===== src/rtl/ov_7670_stream_gen.sv =====
// OV7670-style camera emulator: emits VSYNC/HREF/DATA byte streams carrying RGB565 test
// patterns (high byte first) so the capture path can run without a real sensor.
module ov_7670_stream_gen #(
    parameter int          H_ACTIVE  = 640,
    parameter int          V_ACTIVE  = 480,
    parameter int          H_BLANK   = 144,
    parameter int          VS_LINES  = 3,
    parameter int          V_BACK    = 17,
    parameter int          V_FRONT   = 10,
    parameter logic [15:0] SOLID_RGB = 16'hF800
) (
    input  logic        clk,
    input  logic        reset,
    input  logic        enable,
    input  logic [1:0]  pattern_sel,
    output logic        vsync,
    output logic        href,
    output logic [7:0]  data,
    output logic        busy,
    output logic        frame_done,
    output logic [15:0] frame_cnt
);

    localparam int LP = 2 * H_ACTIVE + H_BLANK;
    localparam int CW = $clog2(LP);
    localparam logic [CW-1:0] COL_LAST = CW'(LP - 1);
    localparam logic [CW-1:0] HREF_END = CW'(2 * H_ACTIVE);

    typedef enum logic [2:0] {
        S_IDLE   = 3'd0,
        S_VSYNC  = 3'd1,
        S_VBACK  = 3'd2,
        S_ACTIVE = 3'd3,
        S_VFRONT = 3'd4
    } state_t;

    state_t        state_r, state_s;
    logic [CW-1:0] col_r, col_s;
    logic [15:0]   line_r, line_s;
    logic [1:0]    pat_r, pat_s;
    logic          line_end_s, last_line_s, frame_end_s;
    logic          vsync_s, href_s, busy_s, done_s;
    logic [7:0]    data_s;
    logic [15:0]   pix_s;

    function automatic logic [15:0] lines_in(input state_t st);
        logic [15:0] n;
        case (st)
            S_VSYNC:  n = 16'(VS_LINES);
            S_VBACK:  n = 16'(V_BACK);
            S_ACTIVE: n = 16'(V_ACTIVE);
            S_VFRONT: n = 16'(V_FRONT);
            default:  n = 16'd1;
        endcase
        return n;
    endfunction

    function automatic logic [15:0] pixel(input logic [1:0] pat, input logic [15:0] x,
                                          input logic [7:0] y);
        logic [2:0]  bar;
        logic [15:0] p;
        bar = 3'(({16'd0, x} * 32'd8) / 32'(H_ACTIVE));
        case (pat)
            2'd0: p = SOLID_RGB;
            2'd1: begin
                case (bar)
                    3'd0:    p = 16'hFFFF;
                    3'd1:    p = 16'hFFE0;
                    3'd2:    p = 16'h07FF;
                    3'd3:    p = 16'h07E0;
                    3'd4:    p = 16'hF81F;
                    3'd5:    p = 16'hF800;
                    3'd6:    p = 16'h001F;
                    default: p = 16'h0000;
                endcase
            end
            2'd2:    p = x;
            default: p = {y, x[7:0]};
        endcase
        return p;
    endfunction

    // Next-state/counter logic; outputs derived from the next position so they register in step with it
    always_comb begin
        state_s     = state_r;
        col_s       = col_r;
        line_s      = line_r;
        pat_s       = pat_r;
        line_end_s  = (col_r == COL_LAST);
        last_line_s = (line_r == (lines_in(state_r) - 16'd1));
        frame_end_s = (state_r == S_VFRONT) && line_end_s && last_line_s;
        case (state_r)
            S_IDLE: begin
                if (enable) begin
                    state_s = S_VSYNC;
                    col_s   = '0;
                    line_s  = 16'd0;
                    pat_s   = pattern_sel;
                end else begin
                    state_s = S_IDLE;
                end
            end
            default: begin
                if (line_end_s) begin
                    col_s = '0;
                    if (last_line_s) begin
                        line_s = 16'd0;
                        case (state_r)
                            S_VSYNC:  state_s = S_VBACK;
                            S_VBACK:  state_s = S_ACTIVE;
                            S_ACTIVE: state_s = S_VFRONT;
                            S_VFRONT: begin
                                if (enable) begin
                                    state_s = S_VSYNC;
                                    pat_s   = pattern_sel;
                                end else begin
                                    state_s = S_IDLE;
                                end
                            end
                            default:  state_s = S_IDLE;
                        endcase
                    end else begin
                        line_s = line_r + 16'd1;
                    end
                end else begin
                    col_s = col_r + CW'(1);
                end
            end
        endcase

        vsync_s = (state_s == S_VSYNC);
        href_s  = (state_s == S_ACTIVE) && (col_s < HREF_END);
        pix_s   = pixel(pat_s, 16'(col_s >> 1), line_s[7:0]);
        if (href_s) begin
            data_s = col_s[0] ? pix_s[7:0] : pix_s[15:8];
        end else begin
            data_s = 8'h00;
        end
        busy_s = (state_s != S_IDLE);
        done_s = (state_s == S_VFRONT) && (col_s == COL_LAST) && (line_s == 16'(V_FRONT - 1));
    end

    // State, counters and registered outputs
    always_ff @(posedge clk) begin
        if (reset) begin
            state_r    <= S_IDLE;
            col_r      <= '0;
            line_r     <= 16'd0;
            pat_r      <= 2'd0;
            vsync      <= 1'b0;
            href       <= 1'b0;
            data       <= 8'h00;
            busy       <= 1'b0;
            frame_done <= 1'b0;
            frame_cnt  <= 16'd0;
        end else begin
            state_r    <= state_s;
            col_r      <= col_s;
            line_r     <= line_s;
            pat_r      <= pat_s;
            vsync      <= vsync_s;
            href       <= href_s;
            data       <= data_s;
            busy       <= busy_s;
            frame_done <= done_s;
            if (frame_end_s) begin
                frame_cnt <= frame_cnt + 16'd1;
            end
        end
    end

endmodule


===== config.mk =====
export PLATFORM = sky130hd
export DESIGN_NAME = ov_7670_stream_gen
export DESIGN_NICKNAME = d
export VERILOG_FILES = /design/src/rtl/ov_7670_stream_gen.sv
export SDC_FILE = /design/constraint.sdc
export NUM_CORES = 1
export LEC_CHECK = 0
export ABC_AREA = 1
export ABC_CLOCK_PERIOD_IN_PS = 8900
export BUFFER_PORTS_ARGS = -buffer_cell sky130_fd_sc_hd__buf_2
export CAP_MARGIN = 20
export CORE_ASPECT_RATIO = 0.7
export CORE_MARGIN = 5
export CORE_UTILIZATION = 55
export CTS_CLUSTER_DIAMETER = 60
export CTS_CLUSTER_SIZE = 40
export DETAILED_ROUTE_END_ITERATION = 6
export PLACE_DENSITY = 0.75
export SYNTH_ARGS = -nofsm -noshare
export SYNTH_HDL_FRONTEND = slang
export SYNTH_SLANG_ARGS = --single-unit

===== constraint.sdc =====
create_clock -name clk -period 8.9 [get_ports clk]
set_input_delay 2.225 -clock clk [delete_from_list [all_inputs] [get_ports clk]]
set_output_delay 2.225 -clock clk [all_outputs]
set_load 0.01 [all_outputs]

======== After elaboration in Yosys (flattened, before gate mapping) ========
Index checks and enable logic that the tools add are counted.
cells by class
  add/subtract/negate cells ............... 4
  eq/ne operators ......................... 19
  $lt $le $gt $ge ......................... 1
  mux-type cells .......................... 21
  bitwise gates (word level) .............. 1
  reduce and logical (&&, ||, !) cells .... 10
  div/mod/pow operators ................... 1
operators with widths
  kind                                                   count
  case mux 16 bit (7 select lines)                       1
  two-way mux 16 bit                                     4
  case mux 16 bit (3 select lines)                       1
  case mux 9 bit (4 select lines)                        1
  two-way mux 11 bit                                     3
  adder 16 x 1 -> 16 bit (second input constant)         2
  divider 13 x 10 -> 32 bit (second input constant)      1
  equality test 11 bit (second input constant)           2
  equality test 16 bit                                   1
  equality test 16 x 4 -> 1 bit (second input constant)  1
  subtractor 16 x 1 -> 16 bit (second input constant)    1
  equality test 3 x 2 -> 1 bit (second input constant)   5
  equality test 3 bit (second input constant)            5
  case mux 3 bit (4 select lines)                        1
  adder 11 x 1 -> 11 bit (second input constant)         1
  less-than comparator 11 bit (second input constant)    1
  two-way mux 2 bit                                      5
  equality test 3 x 1 -> 1 bit (second input constant)   3
  two-way mux 3 bit                                      3
  two-way mux 8 bit                                      1
  logical NOT 3 bit                                      2
  logical AND 1 bit                                      5
  nonzero test 3 bit                                     1
  equality test 2 x 1 -> 1 bit (second input constant)   1
  other kinds (5)                                        5
word-level totals
  logic and storage cells ................. 67
  register bits after elaboration ......... 60
  output and inout port bits .............. 28
  bits of input ports ..................... 5

======== Logic depth before layout (Yosys ltp) ========
  word-level depth ........................ 11
  gate-level depth with buffers ........... 24
  mapped depth without buffers ............ 24

======== Worst setup path before layout ========
OpenSTA, ideal clock, no wires.
  kind .................................... input to register
  start ................................... input port enable
  end ..................................... register data[1]
  buffers on the path ..................... 0
  required time ........................... 8830 ps
  stages .................................. 21
  path slack .............................. 4540 ps
  setup time .............................. 70 ps
  data arrival time ....................... 4290 ps
  path through ............................ inv_1 -> nand2_4 -> inv_2 -> nand2_1 -> nand2_2 -> inv_2 -> nand2_2 -> ha_1 -> o21ai_1 -> nand2_1 -> inv_1 -> nand2_1 -> nor2_1 -> nor2_1 -> nor2_2 -> nand3_2 -> nand2_1 -> nand3_1 -> nor2_1 -> nand2_1 -> a21oi_1
between the ends
  cells in the longest elaborated chain, start to end .. 9
  elaborated cells between the ends (all ways) .. 33
  those cells by class .................... 1 x div; 1 x order compare; 9 x eq/ne; 17 x mux; 1 x bitwise; 4 x reduce/logical
ends and longest elaborated chain
  element                                                                            line  text
  start: declaration                                                                 14    input logic enable,
  parallel branches: the longest is 9 deep, another holds divider 13 x 10 -> 32 bit  --
  end signal: assignment                                                             163   data <= data_s;
  end: declaration                                                                   18    output logic [7:0] data,
Parallel ways; which one is timed is not known.
A chain may end at the register's enable or synchronous reset.

======== Worst setup path after layout ========
Same ends and word-level chain as after synthesis.

==> impl_metrics.prom <==
# TYPE chip_impl_metric gauge
chip_impl_info{name="status",value="finished, final reports clean"} 1
chip_impl_metric{name="clock_sinks",unit=""} 60
chip_impl_info{name="slowest_stage_cell_on_the_critical_path",value="ha_1"} 1
chip_impl_metric{name="cts-buffers-inserted",unit=""} 9
chip_impl_metric{name="cts_hold_repair.buffers",unit=""} 0
chip_impl_metric{name="finalCritPeriodShare",unit="%"} 55.04
chip_impl_metric{name="synth.yosys.warnings",unit=""} 0
chip_impl_info{name="cp-start-kind",value="primary input"} 1
chip_impl_metric{name="die_y",unit="um"} 81.07
chip_impl_metric{name="via_count_of_the_first_global_routing_pass",unit=""} 3748
chip_impl_info{name="yosys.area.top_type",value="dfxtp_1"} 1
chip_impl_metric{name="netlist_instances",unit=""} 620
chip_impl_metric{name="min_period",unit="ps"} 4899
chip_impl_info{name="crit_type",value="primary input to flop"} 1
chip_impl_metric{name="antenna_found_initial",unit=""} 0
chip_impl_info{name="hold_sp",value="frame_cnt[15]$_SDFFE_PP0P_"} 1
chip_impl_metric{name="design.final.nets",unit=""} 663
chip_impl_info{name="crit_top_cell",value="nand2_1"} 1
chip_impl_info{name="ctsRootBufferMaster",value="clkbuf_8"} 1
chip_impl_metric{name="cts_setup_buffers",unit=""} 0
chip_impl_metric{name="critPathMaxFanout",unit=""} 16
chip_impl_metric{name="irDropWorstVdd",unit="mV"} 0.07093
chip_impl_metric{name="htree_levels",unit=""} 3
chip_impl_metric{name="viasPerCell",unit=""} 5.553
chip_impl_metric{name="tightest_slew",unit="ps"} 779.4
chip_impl_metric{name="timing_hold_violations_final",unit=""} 0
chip_impl_info{name="timing.critical_path.from",value="enable"} 1
chip_impl_metric{name="start_util",unit="%"} 57.67
chip_impl_metric{name="worst_slew_margin_rel",unit="%"} 48.04
chip_impl_metric{name="number_of_distinct_library_cells_after_synthesis",unit=""} 47
chip_impl_metric{name="internal_pwr_total",unit="mW"} 0.3886
chip_impl_metric{name="grt_first_pass_wirelength",unit="um"} 17220
chip_impl_metric{name="finalMaxSlewViolations",unit=""} 0
chip_impl_metric{name="critPathArrivalTime",unit="ps"} 5180
chip_impl_metric{name="synthesis.area_per_instance",unit="um^2"} 6.401
chip_impl_metric{name="place_congestion",unit=""} 0.9629
chip_impl_metric{name="slowest_delay",unit="ps"} 250
chip_impl_metric{name="synth_seq_cells",unit=""} 60
chip_impl_metric{name="layout-drive-gt1-share",unit="%"} 15.50
chip_impl_metric{name="antenna_cells_inserted",unit=""} 0
chip_impl_metric{name="first_iter_violations",unit=""} 402
chip_impl_metric{name="switchingPower",unit="mW"} 0.1701
chip_impl_metric{name="grt_util_all_layers",unit="%"} 23.67
chip_impl_metric{name="fp-row-count",unit=""} 25
chip_impl_metric{name="die-area",unit="mm^2"} 0.009042
chip_impl_metric{name="flow.area_growth_from_synthesis",unit="%"} 10.59
chip_impl_metric{name="sequentialPowerShare",unit="%"} 48.7
chip_impl_metric{name="layoutNonFillerInstCount",unit=""} 752
chip_impl_info{name="critPathTopFamily",value="simple AND/OR/NAND/NOR gates"} 1
chip_impl_metric{name="final_core_util",unit="%"} 63.78
chip_impl_metric{name="die-width",unit="um"} 111.5
chip_impl_metric{name="core_footprint",unit="mm^2"} 0.006882
chip_impl_metric{name="globalRoute.totalOverflow",unit=""} 0
chip_impl_metric{name="finalSetupTns",unit="ps"} 0
chip_impl_metric{name="finalPower",unit="mW"} 0.5588
chip_impl_metric{name="drv_cap",unit=""} 0
chip_impl_metric{name="yosys.area.top_type_share",unit="%"} 30.26
chip_impl_metric{name="buffer_ports.inserted",unit=""} 32
chip_impl_metric{name="numPlacedInstances",unit=""} 736
chip_impl_metric{name="place_hpwl",unit="um"} 8054
chip_impl_info{name="critical_path.cell_chain",value="buf_2 > inv_1 > nand2_4 > inv_2 > nand2_1 > nand2_2 > inv_2 > nand2_2 > ha_1 > o21ai_1 > nand2_1 > inv_1 > nand2_1 > nor2_1 > nor2_1 > nor2_2 > nand3_2 > nand2_1 > nand3_1 > nor2_1 > nand2_1 > a21oi_1"} 1
chip_impl_info{name="timing.rr.start",value="state_r[0]$_SDFF_PP0_"} 1
chip_impl_metric{name="clk-insertion-delay-late",unit="ps"} 360
chip_impl_metric{name="cts_repair_resizes",unit=""} 0
chip_impl_info{name="grt_setup_unrepaired",value="false"} 1
chip_impl_metric{name="detail_route.drc_violations",unit=""} 0
chip_impl_metric{name="clock_power_share",unit="%"} 42.3
chip_impl_metric{name="fill_cells",unit=""} 621
chip_impl_metric{name="drt-pass1-iter-count",unit=""} 5
chip_impl_metric{name="netlist_area",unit="mm^2"} 0.003969
chip_impl_metric{name="power_density",unit="mW/mm^2"} 127.3
chip_impl_metric{name="worstPathRequired",unit="ps"} 9180
chip_impl_metric{name="num_vias",unit=""} 4176
chip_impl_metric{name="route.antenna.remaining_nets",unit=""} 0
chip_impl_metric{name="synth-seq-area-share",unit="%"} 30.26
chip_impl_metric{name="setup_viol_count_final",unit=""} 0
chip_impl_metric{name="maximum_clock_rate",unit="MHz"} 204.1
chip_impl_metric{name="cp.buffers_inverters",unit=""} 5
chip_impl_metric{name="cts.reportedPaths.clkPinSlew",unit="ps"} 80
chip_impl_metric{name="worst_clock_skew",unit="ps"} 9.411
chip_impl_metric{name="io-pin-count",unit=""} 33
chip_impl_metric{name="switching_share",unit="%"} 30.45
chip_impl_metric{name="routed_wire_length_per_instance",unit="um"} 14.14
chip_impl_info{name="synth.top_cells.by_area",value="dfxtp_1 30%, nand2_1 11%, inv_1 9.7%"} 1
chip_impl_metric{name="maximum_number_of_pins_on_one_net_before_global_route_repair",unit=""} 40
chip_impl_metric{name="finalWirelength",unit="um"} 10640
chip_impl_metric{name="cts-root-to-sink-buffers",unit=""} 2
chip_impl_metric{name="cell_leakage_power",unit="nW"} 1.948
chip_impl_metric{name="postSynthNetCount",unit=""} 630
chip_impl_metric{name="reg2reg_slack",unit="ps"} 5200
chip_impl_metric{name="share_comb_of_total_power",unit="%"} 9.0
chip_impl_info{name="timing.critical_path.to_type",value="flop"} 1
chip_impl_info{name="worst_hold_path_type",value="flop to flop"} 1
chip_impl_info{name="cts_tree",value="yes"} 1
==> state kept, by name, indices dropped and copies added (netlist names), 2 cells and up <==
signal,count
data,8
col_r,11
pat_r,2
frame_cnt,16
line_r,16
state_r,3
==> cells in the mapped netlist, drive strengths merged <==
cell	instances
o22ai	2
o311ai	1
mux2i	1
nand3b	1
o211ai	10
nor3	12
a22oi	3
clkbuf	7
nor3b	1
a31oi	4
or3	1
nor4	14
xor2	7
or4	1
nor2	98
nand2	126
a221oi	1
a21oi	30
buf	3
ha	5
a32oi	2
a211o	1
nand3	41
dfxtp	60
or2	1
o21bai	2
a21o	1
nand4	13
o21ai	50
inv	118
o221ai	1
clkinv	2
==> layout make-up <==
type                            count  area (um^2)  area share (%)
Timing Repair Buffer               32        160.2           3.649
Inverter                          120        451.7           10.29
Multi-Input combinational cell    430         2275           51.82
Sequential cell                    60         1201           27.37
Clock inverter                      7        60.06           1.368
Tap cell                           94        117.6           2.680
Clock buffer                        9        123.9           2.822
==> metrics by stage <==
stage	hold WS, ps	setup WS, ps	area [um^2]
after floorplan	483.2	4540	3969
after global placement	449.1	3994	4205
after detailed placement	463.8	3740	4205
after CTS	482.3	4076	4389
after global routing	506.1	3611	4389
final	476.9	4001	4389
==> path summary, 6_finish.rpt <==
path | to | cells after the start
setup / recovery | data[1]$_SDFF_PP0_ | 22
hold reg to reg | frame_cnt[15]$_SDFFE_PP0P_ | 2
setup reg to reg | frame_cnt[8]$_SDFFE_PP0P_ | 16
hold / removal | frame_cnt[15]$_SDFFE_PP0P_ | 2
==> placed cells by master (no fill, tap or decap), types with 5 or more instances in the layout <==
master / n
o211ai_1: 10
nor2_2: 6
nor3_1: 10
nand3_1: 38
nand2_2: 9
inv_1: 103
xor2_1: 7
nand4_1: 13
inv_2: 15
nor4_1: 11
o21ai_0: 37
nand2_1: 115
dfxtp_1: 60
nor2_1: 86
ha_1: 5
nor2_4: 6
clkbuf_8: 9
o21ai_1: 11
buf_2: 32
a21oi_1: 29
==> worst min-delay path, cell delays in order, from the launching register on <==
cell and delay [ps]:
dfxtp_1 310, inv_1 60, a21oi_1 60
==> power by group through the flow <==
| stage | clock network (mW) | logic (mW) | registers [mW] |
|---|---|---|---|
| 2_1_floorplan | 0 | 0.0373 | 0.279 |
| 3_3_place_gp | 0 | 0.0486 | 0.278 |
| 3_5_place_dp | 0 | 0.0490 | 0.278 |
| 4_1_cts | 0.238 | 0.0492 | 0.272 |
| 5_1_grt | 0.250 | 0.0562 | 0.272 |
| 6_report | 0.236 | 0.0503 | 0.272 |
==> kinds of logic after synthesis <==
group | count (synthesis) | synth area share (%)
AOI/OAI and AO/OA | 108 | 16.20
DFF | 60 | 30.26
adders and majority gates | 5 | 1.576
and+or+nand+nor | 309 | 37.74
xor gates and xnor gates | 7 | 1.545
muxes | 1 | 0.2522
buffers and inverters | 130 | 12.42
==> metal layers <==
| layer | share of wire, % | track usage (%) | wire (um) |
|---|---|---|---|
| met1 | 47 | 33.41 | 5036 |
| met2 | 42 | 35.26 | 4414 |
| met3 | 10 | 7.223 | 1073 |
| met4 | 1.0 | 6.197 | 111 |
| met5 | 0 | 0 | 0 |
Power figures use the tool's default switching activity.
